[config.mk]
export PLATFORM = sky130hd
export DESIGN_NAME = mem_access_unit
export DESIGN_NICKNAME = d
export VERILOG_FILES = /design/src/rtl/mem_access_unit.sv
export SDC_FILE = /design/constraint.sdc
export NUM_CORES = 1
export LEC_CHECK = 0
export BUFFER_PORTS_ARGS = -buffer_cell sky130_fd_sc_hd__buf_2
export CAP_MARGIN = 20
export CORE_ASPECT_RATIO = 1.25
export CORE_MARGIN = 4
export CORE_UTILIZATION = 49
export CTS_BUF_LIST = sky130_fd_sc_hd__clkbuf_16
export DETAILED_ROUTE_END_ITERATION = 10
export PLACE_DENSITY = 0.81
export SKIP_CTS_REPAIR_TIMING = 1
export SLEW_MARGIN = 20
export SYNTH_ARGS = -nofsm -noshare
export SYNTH_HDL_FRONTEND = slang
export SYNTH_SLANG_ARGS = --single-unit
[constraint.sdc]
create_clock -name clk -period 4.25 [get_ports clk]
set_input_delay 0.2125 -clock clk [delete_from_list [all_inputs] [get_ports clk]]
set_output_delay 0.2125 -clock clk [all_outputs]
set_load 0.03 [all_outputs]
[src/rtl/mem_access_unit.sv]
// RV32I memory-stage load/store unit: issues one req/ready bus access per M-stage
// load/store, stalls the pipeline until it completes, and returns the extended load result.
module mem_access_unit #(
  parameter int XLEN = 32
) (
  input  logic            clk,
  input  logic            rst,
  input  logic            M_valid,
  input  logic            M_mem_rd,
  input  logic            M_mem_wr,
  input  logic [2:0]      M_funct3,
  input  logic [XLEN-1:0] M_addr,
  input  logic [XLEN-1:0] M_store_data,
  output logic            bus_req,
  output logic            bus_we,
  output logic [XLEN-1:0] bus_addr,
  output logic [3:0]      bus_wstrb,
  output logic [XLEN-1:0] bus_wdata,
  input  logic            bus_ready,
  input  logic            bus_rvalid,
  input  logic [XLEN-1:0] bus_rdata,
  output logic            waiting,
  output logic [XLEN-1:0] ld_data,
  output logic            mem_err
);

  localparam logic [1:0] IDLE = 2'd0;
  localparam logic [1:0] REQ  = 2'd1;
  localparam logic [1:0] RESP = 2'd2;
  localparam logic [1:0] DONE = 2'd3;

  logic [1:0]      state;
  logic [2:0]      f3_q;
  logic [1:0]      off_q;
  logic            mem_op;
  logic            misalign;
  logic            bad_f3;
  logic            issue;
  logic [3:0]      st_strb;
  logic [XLEN-1:0] st_data;
  logic [XLEN-1:0] rd_shift;
  logic [7:0]      rd_byte;
  logic [15:0]     rd_half;
  logic [XLEN-1:0] ld_ext;

  // A load wins when both rd and wr are set, so M_mem_rd alone selects the direction.
  always_comb begin
    mem_op   = M_valid & (M_mem_rd | M_mem_wr);
    misalign = ((M_funct3[1:0] == 2'b01) & M_addr[0]) |
               ((M_funct3[1:0] == 2'b10) & (M_addr[1:0] != 2'b00));
    if (M_mem_rd)
      bad_f3 = (M_funct3 == 3'b011) | (M_funct3[2:1] == 2'b11);
    else
      bad_f3 = M_funct3[2] | (M_funct3[1:0] == 2'b11);
    mem_err = (state == IDLE) & mem_op & (misalign | bad_f3);
    issue   = (state == IDLE) & mem_op & ~(misalign | bad_f3);
    waiting = issue | (state == REQ) | (state == RESP);
  end

  always_comb begin
    st_strb = 4'b1111;
    st_data = M_store_data;
    case (M_funct3[1:0])
      2'b00: begin
        st_strb = 4'b0001 << M_addr[1:0];
        st_data = {4{M_store_data[7:0]}};
      end
      2'b01: begin
        st_strb = M_addr[1] ? 4'b1100 : 4'b0011;
        st_data = {2{M_store_data[15:0]}};
      end
      default: ;
    endcase
  end

  always_comb begin
    rd_shift = bus_rdata >> {off_q, 3'b000};
    rd_byte  = rd_shift[7:0];
    rd_half  = off_q[1] ? bus_rdata[31:16] : bus_rdata[15:0];
    case (f3_q)
      3'b000:  ld_ext = {{24{rd_byte[7]}}, rd_byte};
      3'b001:  ld_ext = {{16{rd_half[15]}}, rd_half};
      3'b100:  ld_ext = {24'd0, rd_byte};
      3'b101:  ld_ext = {16'd0, rd_half};
      default: ld_ext = bus_rdata;
    endcase
  end

  always_ff @(posedge clk or posedge rst) begin
    if (rst) begin
      state     <= IDLE;
      bus_req   <= 1'b0;
      bus_we    <= 1'b0;
      bus_addr  <= '0;
      bus_wstrb <= 4'd0;
      bus_wdata <= '0;
      ld_data   <= '0;
      f3_q      <= 3'd0;
      off_q     <= 2'd0;
    end else begin
      case (state)
        IDLE: begin
          if (issue) begin
            bus_req   <= 1'b1;
            bus_we    <= ~M_mem_rd;
            bus_addr  <= {M_addr[XLEN-1:2], 2'b00};
            bus_wstrb <= M_mem_rd ? 4'd0 : st_strb;
            bus_wdata <= st_data;
            f3_q      <= M_funct3;
            off_q     <= M_addr[1:0];
            state     <= REQ;
          end
        end
        REQ: begin
          if (bus_ready) begin
            bus_req <= 1'b0;
            state   <= bus_we ? DONE : RESP;
          end
        end
        RESP: begin
          if (bus_rvalid) begin
            ld_data <= ld_ext;
            state   <= DONE;
          end
        end
        default: state <= IDLE;
      endcase
    end
  end

endmodule
Word-level counts from Yosys, hierarchy flattened --
Index checks and enable logic that the tools add are counted. W data, S select, Z words.
Word-level totals: bits in registers 107, bits in latches 0, RAM bits 0, bits in read-only memories 0, bits of input ports 106, output and inout bits 104, word-level logic and storage cells 63, memories kept 0
Cells by class: add/sub/neg operators 0, $mul 0, div/mod/pow operators 0, magnitude comparators 0, eq/ne operators 13, shift operators 2, muxes and demuxes 15, bitwise operators 15, reductions and logical operators 9
Operators with widths (number):
- $pmux W32 S4 | 1
- $pmux W32 S2 | 1
- $shr A32 B5 Y8 | 1
- $mux W16 | 1
- $eq A2 B2 Y1 const B | 4
- $mux W4 | 2
- $pmux W4 S2 | 1
- $or A1 B1 Y1 | 7
- $and A1 B1 Y1 | 6
- $eq A3 B3 Y1 const B | 2
- $mux W2 | 3
- $ne A2 B2 Y1 const B | 3
- $pmux W2 S3 | 1
- $reduce_and A3 Y1 | 2
- $eq A2 B1 Y1 const B | 2
- $logic_not A2 Y1 | 2
- $mux W1 | 4
- $reduce_and A2 Y1 | 2
- $reduce_bool A2 Y1 | 2
- $shl A1 B2 Y4 const A | 1
- $eq A3 B1 Y1 const B | 1
- $eq A3 B2 Y1 const B | 1
- $logic_not A3 Y1 | 1
- $not A1 Y1 | 2
- $pmux W1 S2 | 1

Depth between registers and ports, before layout --
depth in word-level cells 8, mapped depth 8, depth with buffers taken out 6

Least setup slack after synthesis --
No wires, ideal clock.
kind register to output, start point register state[0], end point output port waiting, arrival time 1.635 ns, required time 4.038 ns, setup slack 2.402 ns, stages on the path, launching flop included 8, buffers on the path 2, cell sequence dfrtp_1 -> inv_1 -> ha_1 -> o211ai_2 -> nor2_4 -> buf_6 -> buf_8 -> or3_1
Between the ends: cells in the longest elaborated chain, start to end 5, elaborated cells between the ends (all ways) 7, those cells by class eq/ne (2); bitwise (4); reduce/logical (1)
RTL lines:
- start: declaration | RTL line 32 | logic [1:0] state;
- start signal: assignment | RTL line 117 | state <= bus_we ? DONE : RESP;
- $logic_not A2 Y1 | RTL line 56 | issue = (state == IDLE) & mem_op & ~(misalign | bad_f3);
- $and A1 B1 Y1 (2 in series) | RTL line 56
- $or A1 B1 Y1 | RTL line 57 | waiting = issue | (state == REQ) | (state == RESP);
- $or A1 B1 Y1 * | RTL line 57
- end: declaration | RTL line 22 | output logic waiting,
Mark *: on every way between the ends. The rest lies on a longest branch, timed or not.

Worst setup path after layout --
start point register state[0], end point register bus_wdata[1]
Between the ends: cells in the longest elaborated chain, start to end 4
RTL lines:
- $logic_not A2 Y1 * | RTL line 56, 101
- $and A1 B1 Y1 (2 in series) | RTL line 56
- $reduce_and A2 Y1 (no line) *
- end signal: assignment | RTL line 108 | bus_wdata <= st_data;
- end: declaration | RTL line 18 | output logic [XLEN-1:0] bus_wdata,
Marks and branches as above. A chain may end at the register's enable or synchronous reset.

==> metrics.cfg <==
[status]
outcome = finished, final reports clean

[critical_path]
cp_data_arrival_time_ns = 2.85
critPathLaunchType = flip-flop
r2r-end = bus_wdata[1]
path_max_fanout = 65
rrSetupSlack_ns = 1.62
ff2ff_path_depth = 6
rr_startpoint = state[0]
cp-end-kind = flip-flop
crit_end = bus_wdata[1]
crit_type = reg2reg
worstPathRequired_ns = 4.47
crit_start = state[0]

[placed_design]
dp_hpwl_mm = 10.2
io_buffers = 207
gp_congestion = 0.886

[sta]
hold_violations = 0
period_share = 0.618
tns_ns = 0
slew_violations = 0
relSlewSlack = 0.380
period_needed_ns = 2.63
fin_worst_skew_ns = 0.00802
fmax_mhz = 381
setup_viol = 0
tightest_slew_ns = 0.930
rsz0062_at_grt = no

[logic_synthesis]
ys_seq_area_frac = 0.513
synth_cell_types = 41
ys_ff_latch = 107
syn-cell-area_mm2 = 0.00522
syn_inst = 442
synth-warning-count = 0
syn-mean-instance-area_um2 = 11.8

[global_route]
grt.total_usage = 0.222
grt_pass1_vias = 4366
grt_pass1_wl_mm = 21.7
overflow = 0
antenna_found_initial = 0
grt_max_degree = 77

[floorplan]
fp.dieH_um = 123
fp-row-count = 41
fp.dieW_um = 100
dieArea_mm2 = 0.0124
start_util = 0.508
fp.coreArea_mm2 = 0.0103
io_pins = 210

[routing]
drt-vias-per-instance = 5.56
drcViolationCount = 0
wirelength_mm = 13.9
drtIter0Drc = 148
wl_per_cell_um = 18.1
dr.pass1.iters = 4
via_count = 4258
antenna_left = 0

[clock_tree]
htree_levels = 3
numCtsBuffers = 9
clock_sinks = 107
cts_root_buffer = clkbuf_16
clk_pin_slew_ns = 0.07
clockBufferDepth = 2
cts_tree = yes
clk_latency_ns = 0.34

[finish]
num-fill-cells = 834
multiInputGateArea_mm2 = 0.00232
layout-drive-gt1-share = 0.499
syn2layout_area_growth_pct = 25.6
fin_nets = 742
seqCellArea_mm2 = 0.00268
diodes = 0

[power_and_ir_drop]
peakVddDrop_uv = 422
finalPower_mw = 5.47
power.density_mw_per_mm2 = 835
p_leak_nw = 3.21

[hold_path]
hold_class = in2async

[flow_run]
maxCapViolCount = 0

## state kept, by name, summed over array words and instances, names as in the netlist
signal,flops
bus_addr,30
off_q,2
bus_we,1
f3_q,3
state,2
bus_wdata,32
bus_wstrb,4
bus_req,1
ld_data,32
## cell usage after synthesis (all sizes together)
| cell type | count | area, um^2 |
|---|---|---|
| a211oi | 3 | 27.5 |
| a21boi | 1 | 7.51 |
| a21oi | 31 | 166 |
| a222oi | 1 | 10.0 |
| a22o | 2 | 17.5 |
| a22oi | 7 | 52.6 |
| a311oi | 7 | 61.3 |
| a31oi | 2 | 12.5 |
| and2 | 2 | 12.5 |
| buf | 15 | 126 |
| clkbuf | 16 | 60.1 |
| conb | 1 | 3.75 |
| dfrtp | 107 | 2680 |
| ha | 4 | 50.1 |
| inv | 10 | 37.5 |
| mux2 | 84 | 1010 |
| mux2i | 18 | 180 |
| mux4 | 1 | 22.5 |
| nand2 | 48 | 180 |
| nand2b | 9 | 56.3 |
| nand3 | 1 | 5.00 |
| nor2 | 21 | 86.3 |
| nor2b | 3 | 18.8 |
| nor4 | 1 | 21.3 |
| o211ai | 1 | 12.5 |
| o21ai | 22 | 110 |
| o22ai | 2 | 26.3 |
| o311ai | 1 | 8.76 |
| o31ai | 8 | 60.1 |
| o41ai | 4 | 35.0 |
| or2 | 1 | 6.26 |
| or3 | 8 | 50.1 |
## cells in the final DEF, fill, tap and decap left out, drive strengths merged, types with 4 or more instances in the layout
cell	synthesis	final
nor2	21	21
nand2b	9	9
nand2	48	48
inv	10	12
buf	15	209
or3	8	8
o41ai	4	4
ha	4	4
a311oi	7	7
o31ai	8	8
o21ai	22	22
mux2	84	84
a21oi	31	31
a22oi	7	7
mux2i	18	18
dfrtp	107	107
clkbuf	16	9
## where the power goes
part	internal (mW)	switching [mW]	total (mW)	leakage, nW
Sequential	1.52	0.353	1.88	1.30
Combinational	0.978	1.78	2.76	1.78
Clock	0.461	0.379	0.840	0.140
Total	2.96	2.51	5.47	3.21
## worst max-delay path, stage by stage, from the launching register on
cell and delay, ns:
dfrtp_1 0.42, inv_1 0.10, ha_1 0.25, o211ai_2 0.30, nor2_4 0.24, buf_4 0.74
mux2_2 0.42
## worst min-delay path by stage
stage / startpoint / endpoint / depth (start not counted)
after global placement: M_addr[19] / bus_addr[19] / 2
after CTS: M_addr[10] / bus_addr[10] / 2
after global routing: M_addr[10] / bus_addr[10] / 2
final: rst / ld_data[1] / 2
after detailed placement: M_addr[4] / bus_addr[4] / 2
after floorplan: M_mem_rd / bus_wstrb[0] / 1
## area by class of cell
class                      count  area share
clock buffer                   9      0.0344
clock inverter                 7      0.0115
inverter                      10     0.00611
multi-input combinational    295       0.354
sequential                   107       0.409
tap                          129      0.0246
timing repair buffer         209       0.160
## per-layer routing
metal	vias to the layer above	GRT usage	share of wire
met5	-	0	0
met1	2054	0.268	0.38
met3	26	0.0655	0.10
li1	1951	-	-
met2	227	0.369	0.49
met4	0	0.0918	0.027
## logic make-up (layout without fill, tap and decap cells)
group                    Yosys count  count (layout)  share of synthesized area
adder cells (fa/ha/maj)            4               4                    0.00960
AND/OR/NAND/NOR                   94              94                     0.0837
multiplexers                     103             103                      0.233
flip-flops                       107             107                      0.513
AO/OA/AOI/OAI                     92              92                      0.117
buffers and inverters             41             235                     0.0429
other                              1               2                   0.000719
## through the flow
| step | setup WS [ns] | std cells | area, um^2 | hold slack [ns] | util |
|---|---|---|---|---|---|
| 3_3_place_gp | 1.75 | 750 | 6250 | 0.443 | 0.609 |
| 4_1_cts | 1.65 | 766 | 6550 | 0.0832 | 0.638 |
| 5_1_grt | 1.45 | 766 | 6550 | 0.0819 | 0.639 |
| 2_1_floorplan | 1.22 | 443 | 5220 | 0.310 | - |
| 6_report | 1.62 | 766 | 6550 | 0.0794 | 0.639 |
| 3_5_place_dp | 1.66 | 750 | 6250 | 0.447 | 0.609 |
No activity file was read; power rests on OpenSTA's default activity.
